File: src/rtl/irq_arbiter.sv
// irq_arbiter: latches rising edges of N_IRQ interrupt lines as pending, picks one
// pending and unmasked line, and holds a request to cop0 until the request is taken
// and the handler returns with eret.
// Optional feature macro: IRQ_ROUND_ROBIN_EN selects round-robin arbitration.
// When the macro is not defined, the lowest pending index wins.
module irq_arbiter #(
  parameter int unsigned N_IRQ       = 4,
  parameter int unsigned ID_W        = 2,
  parameter int unsigned REQ_TIMEOUT = 16
) (
  input  logic             i_clk,
  input  logic             i_rst,
  input  logic [N_IRQ-1:0] i_irq,
  input  logic             i_mask_we,
  input  logic [N_IRQ-1:0] i_mask_data,
  input  logic             i_exc_taken,
  input  logic             i_eret,
  output logic             o_irq_req,
  output logic [ID_W-1:0]  o_irq_id,
  output logic [N_IRQ-1:0] o_pending,
  output logic [N_IRQ-1:0] o_mask,
  output logic             o_busy,
  output logic             o_timeout
);

  localparam int unsigned CNT_W = $clog2(REQ_TIMEOUT) + 1;

  typedef enum logic [1:0] {
    IDLE    = 2'd0,
    REQ     = 2'd1,
    SERVICE = 2'd2
  } state_t;

  state_t             state;
  state_t             state_next;

  // Edge history is stored as "line was low last cycle". It resets to 0, so a line
  // that is still high when reset is released has to fall before it can pend again.
  logic [N_IRQ-1:0]   low_q;

  logic [N_IRQ-1:0]   rise;
  logic [N_IRQ-1:0]   cand;
  logic [N_IRQ-1:0]   clr;
  logic [N_IRQ-1:0]   pending_next;
  logic [N_IRQ-1:0]   mask_next;
  logic [CNT_W-1:0]   cnt;
  logic [CNT_W-1:0]   cnt_next;
  logic [ID_W-1:0]    win;
  logic [ID_W-1:0]    id_next;
  logic               req_next;
  logic               busy_next;
  logic               timeout_next;

`ifdef IRQ_ROUND_ROBIN_EN
  logic [ID_W-1:0]    ptr;
  logic [ID_W-1:0]    ptr_next;
  logic               found;
`endif

  assign rise = i_irq & low_q;
  assign cand = o_pending & o_mask;

  // Winner selection among the candidate lines.
  always_comb begin
    win = '0;
`ifdef IRQ_ROUND_ROBIN_EN
    // First look for the lowest candidate above the last grant, then wrap to the lowest overall.
    found = 1'b0;
    for (int i = int'(N_IRQ) - 1; i >= 0; i--) begin
      if (cand[i] && (ID_W'(i) > ptr)) begin
        win   = ID_W'(i);
        found = 1'b1;
      end
    end
    if (!found) begin
      for (int i = int'(N_IRQ) - 1; i >= 0; i--) begin
        if (cand[i]) win = ID_W'(i);
      end
    end
`else
    for (int i = int'(N_IRQ) - 1; i >= 0; i--) begin
      if (cand[i]) win = ID_W'(i);
    end
`endif
  end

  // Next-state, request timeout counter and registered output values.
  always_comb begin
    state_next   = state;
    id_next      = o_irq_id;
    cnt_next     = cnt;
    timeout_next = 1'b0;
    case (state)
      IDLE: begin
        if (|cand) begin
          state_next = REQ;
          id_next    = win;
          cnt_next   = '0;
        end
      end
      REQ: begin
        if (i_exc_taken) begin
          state_next = SERVICE;
        end else if (cnt == CNT_W'(REQ_TIMEOUT - 1)) begin
          state_next   = IDLE;
          timeout_next = 1'b1;
        end else if (cnt != '1) begin
          cnt_next = cnt + CNT_W'(1);
        end
      end
      SERVICE: begin
        if (i_eret) state_next = IDLE;
      end
      default: state_next = IDLE;
    endcase
    req_next  = (state_next == REQ);
    busy_next = (state_next == SERVICE);
  end

  // Pending bookkeeping: the granted line is cleared on acceptance, and a new edge in the same cycle wins.
  always_comb begin
    clr = '0;
    if ((state == REQ) && i_exc_taken) clr[o_irq_id] = 1'b1;
    pending_next = (o_pending & ~clr) | rise;
    mask_next    = i_mask_we ? i_mask_data : o_mask;
`ifdef IRQ_ROUND_ROBIN_EN
    ptr_next = ((state == REQ) && i_exc_taken) ? o_irq_id : ptr;
`endif
  end

  // State and datapath registers.
  always_ff @(posedge i_clk) begin
    if (i_rst) begin
      state     <= IDLE;
      low_q     <= '0;
      cnt       <= '0;
      o_irq_req <= 1'b0;
      o_irq_id  <= '0;
      o_pending <= '0;
      o_mask    <= '0;
      o_busy    <= 1'b0;
      o_timeout <= 1'b0;
`ifdef IRQ_ROUND_ROBIN_EN
      ptr       <= ID_W'(N_IRQ - 1);
`endif
    end else begin
      state     <= state_next;
      low_q     <= ~i_irq;
      cnt       <= cnt_next;
      o_irq_req <= req_next;
      o_irq_id  <= id_next;
      o_pending <= pending_next;
      o_mask    <= mask_next;
      o_busy    <= busy_next;
      o_timeout <= timeout_next;
`ifdef IRQ_ROUND_ROBIN_EN
      ptr       <= ptr_next;
`endif
    end
  end

endmodule

File: config.mk
export PLATFORM = sky130hd
export DESIGN_NAME = irq_arbiter
export DESIGN_NICKNAME = d
export VERILOG_FILES = /design/src/rtl/irq_arbiter.sv
export SDC_FILE = /design/constraint.sdc
export NUM_CORES = 1
export LEC_CHECK = 0
export CORE_MARGIN = 1
export CORE_UTILIZATION = 42
export CTS_CLUSTER_SIZE = 28
export DETAILED_ROUTE_END_ITERATION = 10
export PLACE_DENSITY = 0.73
export REMOVE_ABC_BUFFERS = 1
export SETUP_SLACK_MARGIN = 0.05
export SYNTH_ARGS = -nofsm -noshare
export SYNTH_HDL_FRONTEND = slang
export SYNTH_SLANG_ARGS = --single-unit
File: constraint.sdc
create_clock -name i_clk -period 1.8 [get_ports i_clk]
set_input_delay 0.27 -clock i_clk [delete_from_list [all_inputs] [get_ports i_clk]]
set_output_delay 0.27 -clock i_clk [all_outputs]
set_load 0.01 [all_outputs]
-- Word-level counts from Yosys, hierarchy flattened
Index checks and enable logic that the tools add are counted.
- add/sub/neg operators: 1
- magnitude comparators: 2
- equality and inequality tests: 10
- muxes and demuxes: 18
- bitwise logic cells: 7
- reduce and logical (&&, ||, !) cells: 8
- operators by type and width (cell ; number):
    2-to-1 mux 5 bit ; 4
    2-to-1 mux 2 bit ; 8
    AND 4 bit ; 3
    case mux 5 bit (2 select lines) ; 1
    != test 2 bit, second input constant ; 4
    inverter 4 bit ; 2
    case mux 2 bit (3 select lines) ; 1
    adder 5 x 1 -> 5 bit, second input constant ; 1
    == test 5 x 4 -> 1 bit, second input constant ; 1
    != test 5 bit, second input constant ; 1
    AND reduction 5 bit ; 1
    == test 2 x 1 -> 1 bit, second input constant ; 2
    == test 2 bit, second input constant ; 2
    2-to-1 mux 4 bit ; 1
    bitwise OR 4 bit ; 1
    OR reduction 4 bit ; 1
    < comparator 2 x 3 -> 1 bit, second input constant ; 1
    OR reduction 3 bit ; 1
    demux 1 bit (select 2 bit) ; 1
    >= comparator 2 x 1 -> 1 bit, second input constant ; 1
    logical AND 1 bit ; 2
    logical NOT 2 bit ; 1
    2-to-1 mux 1 bit ; 2
    AND reduction 2 bit ; 1
    2 further kinds ; 2
- bits in registers: 24
- input port bits: 13
- output and inout port bits: 13
- logic and storage cells: 55

-- Depth between registers and ports, before layout
- depth in word-level cells: 8
- mapped depth: 6
- mapped depth without buffers: 6

-- Least setup slack after synthesis
OpenSTA, ideal clock, no wires.
- path type: register to register
- start point: register cnt[0]
- end point: register cnt[2]
- arrival time: 1.692 ns
- required time: 1.668 ns
- path slack: -0.023 ns
- stages on the path, launching flop included: 7
- period minus slack after synthesis: 1.823 ns
- cell sequence: dfxtp_1 -> ha_1 -> and3_1 -> ha_1 -> or4_4 -> a21oi_1 -> nor3_1
- longest elaborated chain between the ends: 5
- elaborated cells between the ends (all ways): 10
- ends and longest elaborated chain (element ; RTL line ; text):
    start: declaration ; 46 ; logic [CNT_W-1:0] cnt;
    start signal: assignment ; 149 ; cnt <= cnt_next;
    adder 5 x 1 -> 5 bit ; 108 ; cnt_next = cnt + CNT_W'(1);
    2-to-1 mux 5 bit ; 107 ; end else if (cnt != '1) begin
    2-to-1 mux 5 bit ; 104 ; end else if (cnt == CNT_W'(REQ_TIMEOUT - 1)) begin
    2-to-1 mux 5 bit ; 102 ; if (i_exc_taken) begin
    case mux 5 bit (2 select lines) ; 93 ; case (state)
Several ways; a longest one is shown, not always the timed one. The select of a mux whose other input is x is not followed.
A chain may end at the register's enable or synchronous reset.

-- Worst setup path after layout
- start point: register cnt[1]
- end point: register cnt[3]
Same word-level chain as after synthesis.

==> results.md <==
* Result of the run: finished with violations
* Failing checks: setup timing
* Chip Height at 50.4 microns
* Via count at 887
* Tightest Pin Transition at 0.532 ns
* Warnings, synthesis at 0
* I/O Pins at 26
* Tmin final at 1.80 ns
* CP Data Required Time at 2.03 ns
* CTS buffer count at 3
* Die X at 50.4 microns
* Clock buffer depth at 2
* Peak supply drop at 0.547 mV
* Ratio of final minimum period to clock period at 100%
* Rows at 17
* Final Hold Fails at 0
* Max cap viols at 0
* Hold Path Class: flip-flop to flip-flop
* Crit start category: flip-flop
* Flop2flop setup slack at -0.003 ns
* DRT Pass-1 Iters at 5
* Hpwl dp at 1.63 mm
* Capturing point of the worst reg2reg path: cnt[3]$_SDFFE_PP0P_
* Max-slew headroom at 64.3%
* Total grt overflow at 0
* Largest net degree at the start of global routing at 14
* CTS tree: built
* Seq cells post-synth at 24
* Proportion of layout cells with a drive suffix above 1 at 23.0%
* Full die area at 0.00254 sq mm
* Gr usage total at 20.7%
* Leak at 0.510 nW
* Final setup margin at -0.00329 ns
* Worst hold start: low_q[3]$_SDFF_PP0_
* CP endpoint: cnt[3]$_SDFFE_PP0P_
* Vias in the first global route at 894
* Number of port buffers at 25
* Netlist cell types at 28
* Critical Path Source: cnt[1]$_SDFFE_PP0P_
* Tot Pwr at 0.963 mW
* Fmax at 555 MHz
* ANT nets after route at 0
* Clock latency on the worst-skew pair at 0.31 ns
* Syn Inst Count at 104
* Hold WS at 0.445 ns
* Reg2reg start: cnt[1]$_SDFFE_PP0P_
* Routed WL at 2.28 mm
* Area grow syn2layout at 46.4%
* Starting density of the core at 44.5%
* H-tree Lvls at 1
* Clock transition at path regs at 0.12 ns
* Setup TNS at -0.00329 ns
* DRC Markers at 0
* Initial antenna violation count at 0
* DR WL/cell at 13.7 microns
* Pins Over Slew Limit at 0
* Setup-failing EPs final at 1
* First-pass GRT wire length at 3.94 mm
* Total power per unit cell area at 669 mW/mm^2
* Reg2reg path depth at 7
* Antenna cells at 0
* # hold bufs at CTS at 0
* Place WS at -0.0848 ns
* Clk_skew at 0.000862 ns
* RSZ-0062 raised after global routing: yes
* Worst EP arrival at 2.03 ns
* Clock sinks at 24
* Hold depth at 2
* Sequential fraction of the synthesis area at 48.9%
* Avg Cell Area, Syn at 9.46 sq um
* Core area at 0.00221 sq mm
* CP Capture Type: flip-flop
* Critical path class: flip-flop to flip-flop
* 1st-iter DRT viols at 7
* CTS root buf: clkbuf_4
* Gpl congestion at 0.785
* Vias per Instance at 5.31
* Post-Syn Area at 983 sq um
* Crit-path max FO at 3
* Nets at 157
## cell families after synthesis
group	count (synthesis)	share of synthesized area (%)
mux	4	4.07
simple gates	38	21.6
buf+inv	6	2.29
compound gates	28	18.1
fa+ha+maj	4	5.09
flops	24	48.9
## sequential cells by signal (all words and copies together), names as in the netlist, 2 cells and up
register and cells:
cnt 5, low_q 4, o_irq_id 2, o_mask 4, o_pending 4, state 2
## layout by cell type, fill, tap and decap left out, types with 2 or more instances in the layout
master / Yosys / layout
clkbuf_4: 0 / 3
o21ai_0: 4 / 3
a21oi_1: 13 / 12
dfxtp_1: 24 / 22
nor2_1: 9 / 9
o31ai_1: 3 / 3
ha_4: 0 / 3
nor3_1: 4 / 3
mux2i_1: 4 / 4
clkdlybuf4s50_1: 0 / 25
dfxtp_2: 0 / 2
buf_4: 0 / 9
nand3_1: 5 / 5
inv_1: 2 / 2
nand2_1: 11 / 11
## worst min path at each step
stage / slack (ns) / end
2_1_floorplan: 0.34 / low_q[0]$_SDFF_PP0_
3_3_place_gp: 0.42 / o_pending[3]$_SDFF_PP0_
3_5_place_dp: 0.43 / o_pending[3]$_SDFF_PP0_
4_1_cts: 0.45 / o_pending[3]$_SDFF_PP0_
5_1_grt: 0.46 / o_pending[3]$_SDFF_PP0_
6_report: 0.45 / o_pending[3]$_SDFF_PP0_
## through the flow
step                cells  cell area [sq um]  utilization, %
floorplan             100                968               -
global placement      161               1310            59.4
detailed placement    161               1310            59.4
CTS                   166               1390            63.0
global route          167               1440            65.1
finish                167               1440            65.1
## metal layers
metal  global-route usage, %  up-vias  wire length, microns
li1                        -      448                     -
met5                       0        -                     0
met1                    26.0      412                  1070
met2                    34.4       23                  1110
met4                    8.33        0                    27
met3                    4.24        4                    77
## Yosys cell counts
cell | count | area share, %
a22oi_1 | 1 | 0.76
nor4_4 | 1 | 2.2
or4_4 | 1 | 1.1
nor3_1 | 4 | 2.0
nor2_1 | 9 | 3.4
o21ai_0 | 4 | 2.0
and3_1 | 1 | 0.64
inv_1 | 2 | 0.76
a21oi_1 | 13 | 6.6
nand2b_4 | 1 | 1.4
a211oi_1 | 1 | 0.76
nand2b_1 | 1 | 0.64
a311oi_1 | 2 | 1.8
a311o_2 | 1 | 1.1
or3_2 | 1 | 0.76
ha_1 | 4 | 5.1
nor4b_1 | 1 | 0.89
o211ai_1 | 1 | 0.76
or3b_2 | 1 | 0.89
and2b_2 | 1 | 0.89
dfxtp_1 | 24 | 49
nand3_1 | 5 | 2.5
a32o_1 | 1 | 1.0
nand2_1 | 11 | 4.2
a41oi_1 | 1 | 0.89
o31ai_1 | 3 | 2.3
mux2i_1 | 4 | 4.1
clkbuf_1 | 4 | 1.5
## layout make-up
cell class,instances,area [sq um]
Clock buffer,4,36.3
Fill cell,194,772
Inverter,2,7.51
Multi-Input combinational cell,74,549
Sequential cell,24,483
Tap cell,28,35.0
Timing Repair Buffer,35,329
## power by group
group / internal (mW) / leakage, nW / switching [mW] / total (mW)
Clock: 0.124 / 0.0210 / 0.153 / 0.277
Sequential: 0.550 / 0.197 / 0.0164 / 0.567
Combinational: 0.0683 / 0.292 / 0.0515 / 0.120
Total: 0.742 / 0.510 / 0.221 / 0.963
## worst max-delay path: stages (launching register included)
cell and delay [ns]:
dfxtp_2 0.36, ha_4 0.16, and3_4 0.20, ha_4 0.16
buf_6 0.11, nor4_4 0.31, a41oi_2 0.17, a311oi_2 0.25
## timing repair
action | 4_1_cts | 5_1_grt
hold endpoints to repair | 0 | 0
setup buffers | 1 | 1
setup endpoints to repair | 7 | 7
resized for setup | 8 | 8
cloned | 0 | 0
pin swaps | 4 | 8
Power figures use the tool's default switching activity.
